## config.mk

```make
export PLATFORM = sky130hd
export DESIGN_NAME = elevator_call_sched
export DESIGN_NICKNAME = d
export VERILOG_FILES = /design/src/rtl/elevator_call_sched.sv
export SDC_FILE = /design/constraint.sdc
export NUM_CORES = 1
export LEC_CHECK = 0
export ABC_AREA = 1
export CAP_MARGIN = 40
export CORE_MARGIN = 5
export CORE_UTILIZATION = 49
export DETAILED_ROUTE_END_ITERATION = 10
export PLACE_DENSITY_LB_ADDON = 0.25
export SYNTH_ARGS = -nofsm -noshare
export SYNTH_HDL_FRONTEND = slang
export SYNTH_SLANG_ARGS = --single-unit
export TNS_END_PERCENT = 20
```

## constraint.sdc

```tcl
create_clock -name clk -period 1.6 [get_ports clk]
set_clock_uncertainty 0.15 [all_clocks]
set_input_delay 0.48 -clock clk [delete_from_list [all_inputs] [get_ports clk]]
set_output_delay 0.48 -clock clk [all_outputs]
set_load 0.03 [all_outputs]
```

## src/rtl/elevator_call_sched.sv

```systemverilog
// rtl/elevator_call_sched.sv - SCAN call scheduler for a 3-floor elevator (optional CALL_TIMEOUT_EN)
module elevator_call_sched #(
  parameter int unsigned DWELL_CYC   = 4,
  parameter int unsigned TIMEOUT_CYC = 64
) (
  input  logic       clk,
  input  logic       rst,
  input  logic [2:0] btn,
  input  logic [1:0] cur_pos,
  output logic [1:0] floor_req,
  output logic       door_open,
  output logic       dir_up,
  output logic [2:0] pend,
  output logic       busy,
  output logic       fault
);

  typedef enum logic [1:0] {IDLE, SERVE, DWELL} state_t;

  localparam logic [7:0] DWELL_LD = 8'(DWELL_CYC);

  state_t     state, state_nxt;
  logic [2:0] btn_q, rise, pend_nxt, tgt_mask;
  logic [1:0] tgt, tgt_nxt, req_nxt, sel;
  logic       door_nxt, dir_nxt;
  logic [7:0] dwell_cnt, dwell_nxt;
  logic [1:0] cur_idx, up_idx, dn_idx;
  logic       moving, arrived, up_ok, dn_ok;

`ifdef CALL_TIMEOUT_EN
  localparam logic [15:0] TO_LAST = 16'(TIMEOUT_CYC - 1);
  logic [15:0] to_cnt, to_nxt;
  logic        fault_q, fault_nxt;
  assign fault = fault_q;
`else
  // Timeout disabled; the parameter stays for a uniform instantiation interface.
  assign fault = 1'b0 & (TIMEOUT_CYC == 0);
`endif

  assign rise     = btn & ~btn_q;
  assign moving   = (cur_pos == 2'b10);
  assign tgt_mask = 3'b001 << tgt;
  assign arrived  = !moving && (cur_idx == tgt);
  assign busy     = (state != IDLE);

  always_comb begin
    case (cur_pos)
      2'b01:   cur_idx = 2'd1;
      2'b11:   cur_idx = 2'd2;
      default: cur_idx = 2'd0;
    endcase
  end

  // Nearest pending floor at/above (up_idx) and at/below (dn_idx) the car.
  always_comb begin
    up_ok  = 1'b0;
    up_idx = 2'd0;
    dn_ok  = 1'b0;
    dn_idx = 2'd0;
    for (int i = 2; i >= 0; i--) begin
      if (pend[i] && (2'(i) >= cur_idx)) begin
        up_ok  = 1'b1;
        up_idx = 2'(i);
      end
    end
    for (int i = 0; i < 3; i++) begin
      if (pend[i] && (2'(i) <= cur_idx)) begin
        dn_ok  = 1'b1;
        dn_idx = 2'(i);
      end
    end
  end

  always_comb begin
    state_nxt = state;
    pend_nxt  = pend | rise;
    tgt_nxt   = tgt;
    req_nxt   = floor_req;
    door_nxt  = door_open;
    dir_nxt   = dir_up;
    dwell_nxt = dwell_cnt;
    sel       = 2'd0;
`ifdef CALL_TIMEOUT_EN
    to_nxt    = to_cnt;
    fault_nxt = fault_q;
`endif
    case (state)
      IDLE: begin
        req_nxt = 2'b00;
        if ((pend != 3'b000) && !moving) begin
          if (dir_up) begin
            if (up_ok) sel = up_idx;
            else begin
              sel     = dn_idx;
              dir_nxt = 1'b0;
            end
          end else begin
            if (dn_ok) sel = dn_idx;
            else begin
              sel     = up_idx;
              dir_nxt = 1'b1;
            end
          end
          tgt_nxt   = sel;
          req_nxt   = sel + 2'd1;
          state_nxt = SERVE;
`ifdef CALL_TIMEOUT_EN
          to_nxt    = 16'd0;
`endif
        end
      end
      SERVE: begin
        if (arrived) begin
          pend_nxt  = (pend | rise) & ~tgt_mask;
          req_nxt   = 2'b00;
          dwell_nxt = DWELL_LD;
          door_nxt  = 1'b1;
          state_nxt = DWELL;
        end
`ifdef CALL_TIMEOUT_EN
        else if (to_cnt == TO_LAST) begin
          fault_nxt = 1'b1;
          pend_nxt  = (pend | rise) & ~tgt_mask;
          req_nxt   = 2'b00;
          state_nxt = IDLE;
        end else begin
          to_nxt = to_cnt + 16'd1;
        end
`endif
      end
      DWELL: begin
        // Pressing the served floor's button holds the door rather than queueing a call.
        pend_nxt = pend | (rise & ~tgt_mask);
        if ((rise & tgt_mask) != 3'b000) begin
          dwell_nxt = DWELL_LD;
        end else if (dwell_cnt <= 8'd1) begin
          dwell_nxt = 8'd0;
          door_nxt  = 1'b0;
          state_nxt = IDLE;
        end else begin
          dwell_nxt = dwell_cnt - 8'd1;
        end
      end
      default: state_nxt = IDLE;
    endcase
  end

  always_ff @(posedge clk) begin
    if (!rst) begin
      state     <= IDLE;
      btn_q     <= 3'b000;
      pend      <= 3'b000;
      tgt       <= 2'd0;
      floor_req <= 2'b00;
      door_open <= 1'b0;
      dir_up    <= 1'b1;
      dwell_cnt <= 8'd0;
`ifdef CALL_TIMEOUT_EN
      to_cnt    <= 16'd0;
      fault_q   <= 1'b0;
`endif
    end else begin
      state     <= state_nxt;
      btn_q     <= btn;
      pend      <= pend_nxt;
      tgt       <= tgt_nxt;
      floor_req <= req_nxt;
      door_open <= door_nxt;
      dir_up    <= dir_nxt;
      dwell_cnt <= dwell_nxt;
`ifdef CALL_TIMEOUT_EN
      to_cnt    <= to_nxt;
      fault_q   <= fault_nxt;
`endif
    end
  end

endmodule

```

* After elaboration in Yosys (flattened, before gate mapping) *
Cells that the tools add are included.

operators by class
  magnitude comparators = 7
  reductions and logical operators = 20
  multiplexer cells = 38
  shift operators = 1
  add/subtract/negate cells = 2
  bitwise operators = 8
  equality and inequality tests = 10

operator list
  cell                   count
  $mux W2                15
  $mux W8                3
  $pmux W8 S2            1
  $mux W1                13
  $and A3 B3 Y3          4
  $le A8 B1 Y1 const B   1
  $logic_and A1 B1 Y1    8
  $ne A2 B2 Y1 const B   4
  $pmux W2 S2            2
  $reduce_and A4 Y1      2
  $sub A8 B1 Y8 const B  1
  $eq A2 B2 Y1 const B   3
  $not A3 Y3             2
  $or A3 B3 Y3           2
  $pmux W2 S3            1
  $pmux W3 S2            1
  $reduce_and A2 Y1      3
  $reduce_bool A2 Y1     3
  $reduce_bool A3 Y1     2
  $eq A2 B1 Y1 const B   2
  $ge A1 B2 Y1 const A   2
  $le A1 B2 Y1 const A   2
  $mux W3                1
  $shl A1 B2 Y3 const A  1
  7 further kinds        7

storage, ports and cells
  bits of input ports = 7
  word-level logic and storage cells = 94
  register bits after elaboration = 22

* Depth between registers and ports, before layout *
Gate-level depths: netlist of the first run.

  depth in word-level cells = 14
  mapped depth = 11
  mapped depth without buffers = 11

* Worst setup path before layout of the first run *
No wires, ideal clock.

  path kind = input to register
  from = in cur_pos[0]
  to = reg dwell_cnt[6]
  path buffers = 2
  arrival time = 1.339 ns
  cell stages on the path = 9
  setup time = 0.120 ns
  required time = 1.330 ns
  path slack = -0.009 ns
  cell sequence = buf_4 nand2_4 o21ai_2 nand3_2 nand2_2 buf_6 nand2_1 xor2_1 nor2_1

on the way
  cells in the longest elaborated chain, start to end = 6
  elaborated cells between the ends (all ways) = 9

RTL lines
  element                                              RTL line  RTL
  start: declaration                                   9         input logic [1:0] cur_pos,
  $eq A2 B2 Y1 / $eq A2 B1 Y1 (equally long branches)  47        case (cur_pos)
  $pmux W2 S2                                          47
  $eq A2 B2 Y1                                         43        assign arrived = !moving && (cur_idx == tgt);
  $logic_and A1 B1 Y1 (*)                              43
  $ne A2 B2 Y1 (no line) (*)                           --
  $reduce_and A2 Y1 (no line) (*)                      --
  end signal: assignment                               170       dwell_cnt <= dwell_nxt;
  end: declaration                                     26        logic [7:0] dwell_cnt, dwell_nxt;

Mark *: on every way between the ends. The rest lies on a longest branch, timed or not.
A chain may end at the register's enable or synchronous reset.

* Worst setup path after layout of the first run *
  from = reg state[1]
  to = out busy

on the way
  cells in the longest elaborated chain, start to end = 1

RTL lines
  element                   RTL line  RTL
  start: declaration        22        state_t state, state_nxt;
  start signal: assignment  163       state <= state_nxt;
  $reduce_bool A2 Y1        44        assign busy = (state != IDLE);
  end: declaration          14        output logic busy,

Every way passes these cells.

==> results.cfg, run 1 <==
[outcome]
status = finished, violations left
violations = negative setup slack

[global_routing]
overflow = 0
grt_pass1_wl_um = 4970
grt_start_max_net_pins = 13
track_usage_pct = 17.7
antenna_found_initial = 0
grt_pass1_vias = 1230

[layout]
fin_cells = 262
final_cell_mix = nand2_1 (45), inv_1 (31), buf_4 (22)
syn2layout_area_growth_pct = 32.3
diodes = 0
drive_above_1_share_pct = 29.3
nets = 245
final_common_cell = nand2_1
utilization_pct = 68.7

[placement]
port_buffers = 14
gp_congestion = 0.902
dpl.hpwl_um = 2270
post-place-cells = 254

[floorplanning]
die-area_mm2 = 0.00378
rows = 18
die_y_um = 61.5
die_x_um = 61.5
initial_core_util_pct = 52.0
boundaryPins = 16
core_mm2 = 0.00250

[yosys]
yosysUniqueCellTypes = 26
yosysWarnings = 0
syn-num-nets = 212
yosysSeqAreaShare_pct = 33.9
syn_area_per_cell_um2 = 6.49
synthesis.area_mm2 = 0.00130
netlist_instances = 200
ys_ff_latch = 22

[timing]
slew_viol_final = 0
fin_crit_ns = 1.68
rsz0062_at_grt = yes
setup_viol = 1
period_share_pct = 105
hold_slack_ns = 0.234
hold_viol_final = 0
timing.final.ws_setup_ns = -0.0821
fmax_mhz = 594
setup_tns_ns = -0.0821

[critical_path]
slowest_delay_ns = 0.36
critPathTopFamily = flip-flops
cpMostUsedCell = inv_2
r2r_slack_ns = 0.03
worstRegToRegCells = 8
cp.required_ns = 0.97
cp.buffers_inverters = 3
arrival_ns = 1.05
worstSetupEndpointType = output pin
r2r_end = dwell_cnt[0]$_SDFFE_PN0P_
worst-setup-path-type = reg2out
worstPathCellList = inv_2 > ha_4 > inv_2 > buf_6
slowest_stage = dfxtp_2
crit_path_max_fanout = 2
r2r_start = state[0]$_SDFFE_PN0P_
start_kind = register

[routing]
drc = 0
wl_per_cell_um = 11.5
drtIter0Drc = 66
wl_um = 3010
postRouteAntennaNets = 0
vias = 1292
via_per_inst = 4.93
first_pass_iters = 4

[clock_network]
clock_latency_ns = 0.30
cts_buffers = 3
clk_path_buf_depth = 2
ctsHoldBuffers = 0
ctsHtreeMaxLevel = 1
cts_root_buf = clkbuf_4
cts_tree = built
clk_pin_slew_worst_paths_ns = 0.12
cts_sinks = 22

[flow_run]
drv_cap = 0

[worst_hold_path]
hold_start = btn[2]
hold_end = btn_q[2]$_SDFF_PN0_
min_path_cells = 3
hp-class = in2reg

[power_and_ir_drop]
power.density_mw_per_mm2 = 1630
leakage_nw = 0.866
vdd_drop_max_uv = 1170
stage by stage:
step / setup WS [ns] / cell area [µm²] / power (mW)
after floorplan: 0.00210 / 1300 / 1.81
after global placement: -0.535 / 1530 / 2.17
after detailed placement: -0.608 / 1530 / 2.20
after CTS: -0.0756 / 1630 / 2.64
after global routing: -0.139 / 1720 / 3.06
final: -0.0821 / 1720 / 2.80
per-layer routing:
layer,up-vias,track usage (%),share of wire [%]
met5,-,0,0
met4,0,9.39,2.2
met3,10,4.61,5.0
met2,28,28.7,48
met1,566,21.3,45
li1,688,-,-
worst register-to-register path, delay by kind of cell (launching register included):
kind            cells  cell delay (ns)
flops               1             0.35
buf+inv             2             0.18
compound gates      1             0.16
simple gates        4             0.37
fa+ha+maj           1             0.28
cell type report:
type                            count  area, µm²
Timing Repair Buffer               31        260
Inverter                           36        135
Fill cell                         200        782
Multi-Input combinational cell    139        800
Clock buffer                        4       36.3
Tap cell                           30       37.5
Sequential cell                    22        449
Yosys cell counts:
cell | count | area share, %
o211ai_1 | 2 | 1.2
o211a_1 | 1 | 0.77
nand2_4 | 1 | 0.87
o21ai_0 | 11 | 4.2
nand3_2 | 1 | 0.77
o21ai_2 | 1 | 0.67
ha_1 | 5 | 4.8
conb_1 | 1 | 0.29
nand3_1 | 10 | 3.9
nand2_1 | 52 | 15
a31oi_1 | 1 | 0.48
inv_1 | 35 | 10
nand2_2 | 3 | 1.4
o31ai_1 | 1 | 0.58
nor2_1 | 26 | 7.5
dfxtp_1 | 22 | 34
xor2_1 | 5 | 3.4
nand4_1 | 2 | 0.96
inv_2 | 1 | 0.29
clkbuf_1 | 1 | 0.29
o2111ai_1 | 2 | 1.3
nor3_1 | 5 | 1.9
buf_6 | 1 | 0.87
buf_4 | 2 | 1.2
a21oi_1 | 7 | 2.7
o21bai_1 | 1 | 0.58
report_power, final:
group	switching, mW	internal (mW)	leakage [nW]
clock network	0.167	0.139	0.0210
logic	1.00	0.671	0.661
registers	0.113	0.702	0.183
total	1.28	1.51	0.866
state kept, by name, indices dropped and copies added (netlist names):
| name | count |
|---|---|
| pend | 3 |
| door_open | 1 |
| tgt | 2 |
| state | 2 |
| floor_req | 2 |
| dwell_cnt | 8 |
| btn_q | 3 |
| dir_up | 1 |
what timing repair did:
item                       4_1_cts  5_1_grt
setup endpoints to repair       19       17
cloned                           1        0
pin swaps                        2       10
gates resized for setup         17       30
setup buffers                    3        0
logic make-up (layout without fill, tap and decap cells):
kind of cell	Yosys count	after routing	synth area share, %
compound gates	27	27	12.5
xor+xnor	5	5	3.37
fa+ha+maj	5	5	4.82
buf+inv	40	71	12.7
flops	22	22	33.9
other cells	1	1	0.289
simple gates	100	101	32.4
worst max path at each step:
stage                           from                        end  slack [ns]  cells past startpoint
5_1_grt        state[0]$_SDFFE_PN0P_                       busy       -0.14                      4
3_3_place_gp              cur_pos[0]  dwell_cnt[7]$_SDFFE_PN0P_       -0.54                      8
3_5_place_dp              cur_pos[0]  dwell_cnt[5]$_SDFFE_PN0P_       -0.61                      8
2_1_floorplan             cur_pos[0]  dwell_cnt[6]$_SDFFE_PN0P_       0.002                      9
4_1_cts        state[1]$_SDFFE_PN0P_                       busy       -0.08                      4
6_report       state[1]$_SDFFE_PN0P_                       busy       -0.08                      4
(Power assumes the default switching activity.)
==> run 2: changes to the inputs <==
Settings changed: CORE_ASPECT_RATIO from default to 1.2.
==> results.cfg, run 2 (same netlist as run 1, synthesis figures left out) <==
[global_routing]
grt_start_max_net_pins = 13
track_usage_pct = 17.9
grt_pass1_vias = 1332
grt_pass1_wl_um = 5470
overflow = 0
antenna_found_initial = 0

[outcome]
status = finished, violations left
violations = negative setup slack

[routing]
drtIter0Drc = 61
vias = 1388
via_per_inst = 5.16
met1_length_um = 1370
drc = 0
routed-wl-met3_um = 112
postRouteAntennaNets = 0
wl_met2_um = 1750
wl_per_cell_um = 12.2
first_pass_iters = 5
wl_um = 3290
top_layer = met4

[clock_network]
ctsHoldBuffers = 0
cts_tree = built
cts_buffers = 3
ctsHtreeMaxLevel = 1
clk_pin_slew_worst_paths_ns = 0.13
clk_path_buf_depth = 2
cts_root_buf = clkbuf_4
clock_latency_ns = 0.31
cts_sinks = 22

[layout]
largest_reg_flops = 8
largest_register = dwell_cnt
diodes = 0
reg_top3 = dwell_cnt (8), btn_q (3), pend (3)
nets = 249
syn2layout_area_growth_pct = 35.7
drive_above_1_share_pct = 31.8
utilization_pct = 69.1
fillers = 222
final_common_cell = nand2_1
final_cell_mix = nand2_1 (46), inv_1 (29), buf_4 (26)

[timing]
fin_crit_ns = 1.70
period_share_pct = 106
rsz0062_at_grt = yes
setup_viol = 3
slew_viol_final = 0
hold_viol_final = 0
timing.final.ws_setup_ns = -0.101
fmax_mhz = 588

[power_and_ir_drop]
leakage_nw = 0.883
power_mw = 2.91
power.density_mw_per_mm2 = 1650
vdd_drop_max_uv = 945

[floorplanning]
rows = 20
initial_core_util_pct = 50.9
die_x_um = 57.0
boundaryPins = 16
core_mm2 = 0.00255
die_y_um = 66.4
die-area_mm2 = 0.00378

[flow_run]
drv_cap = 0

[critical_path]
crit_path_max_fanout = 3
cp.required_ns = 0.97
worstSetupEndpointType = output pin
arrival_ns = 1.07
start_kind = register
worst-setup-path-type = reg2out

[placement]
dpl.hpwl_um = 2320
gp_congestion = 0.845
port_buffers = 14

[worst_hold_path]
hp-class = in2reg
-- run 2: worst paths after layout --
check | slack, ns | start | cells past startpoint | end
worst max register to register | 0.04 | state[0]$_SDFFE_PN0P_ | 9 | dwell_cnt[0]$_SDFFE_PN0P_
worst max-delay path | -0.10 | state[1]$_SDFFE_PN0P_ | 4 | busy
worst min register to register | 0.33 | floor_req[1]$_SDFFE_PN0P_ | 2 | floor_req[1]$_SDFFE_PN0P_
worst min-delay path | 0.24 | btn[1] | 3 | btn_q[1]$_SDFF_PN0_
-- run 2: worst max-delay path, cell delays in order, from the launching register on --
cell	delay [ns]
dfxtp_2	0.37
inv_2	0.06
ha_4	0.15
inv_2	0.06
buf_6	0.12
-- run 2: cell type report --
| class | instances | area, µm² | area share (%) |
|---|---|---|---|
| inverters | 36 | 135 | 7.67 |
| flip-flops and latches | 22 | 448 | 25.4 |
| repair buffers | 35 | 290 | 16.5 |
| well taps | 33 | 41.3 | 2.34 |
| clock buffers | 4 | 36.3 | 2.06 |
| multi-input cells | 139 | 812 | 46.1 |
-- run 2: power by group --
group	total, mW	leakage, nW	switching (mW)	internal, mW
Clock	0.308	0.0210	0.170	0.139
Combinational	1.78	0.679	1.06	0.725
Sequential	0.820	0.183	0.119	0.701
Total	2.91	0.883	1.35	1.56
-- run 2: stage by stage --
| step | cells | worst slack, ns | hold slack [ns] | cell area (µm²) | setup TNS, ns |
|---|---|---|---|---|---|
| floorplan | 200 | 0.00210 | 0.325 | 1300 | 0 |
| global placement | 257 | -0.555 | 0.301 | 1540 | -8.85 |
| detailed placement | 257 | -0.599 | 0.306 | 1540 | -9.42 |
| CTS | 266 | -0.0824 | 0.326 | 1650 | -0.0824 |
| global route | 269 | -0.154 | 0.249 | 1760 | -0.741 |
| finish | 269 | -0.101 | 0.240 | 1760 | -0.114 |
-- run 2: routing by layer --
layer  global-route usage, %  vias to the layer above
met5                       0                        -
met3                    2.93                        8
li1                        -                      692
met1                    20.2                      644
met4                    5.80                        0
met2                    33.6                       44
-- run 2: timing repair --
| action | CTS | global route |
|---|---|---|
| setup endpoints to repair | 19 | 18 |
| cloned | 1 | 0 |
| gates resized for setup | 19 | 32 |
| buffers inserted | 4 | 3 |
| pin swaps | 2 | 6 |
==> run 3: changes to the inputs <==
Settings changed: GPL_ROUTABILITY_DRIVEN from default to 0.
==> results of run 3 <==
The final DEF is identical to that of run 2; final timing and power are the same.
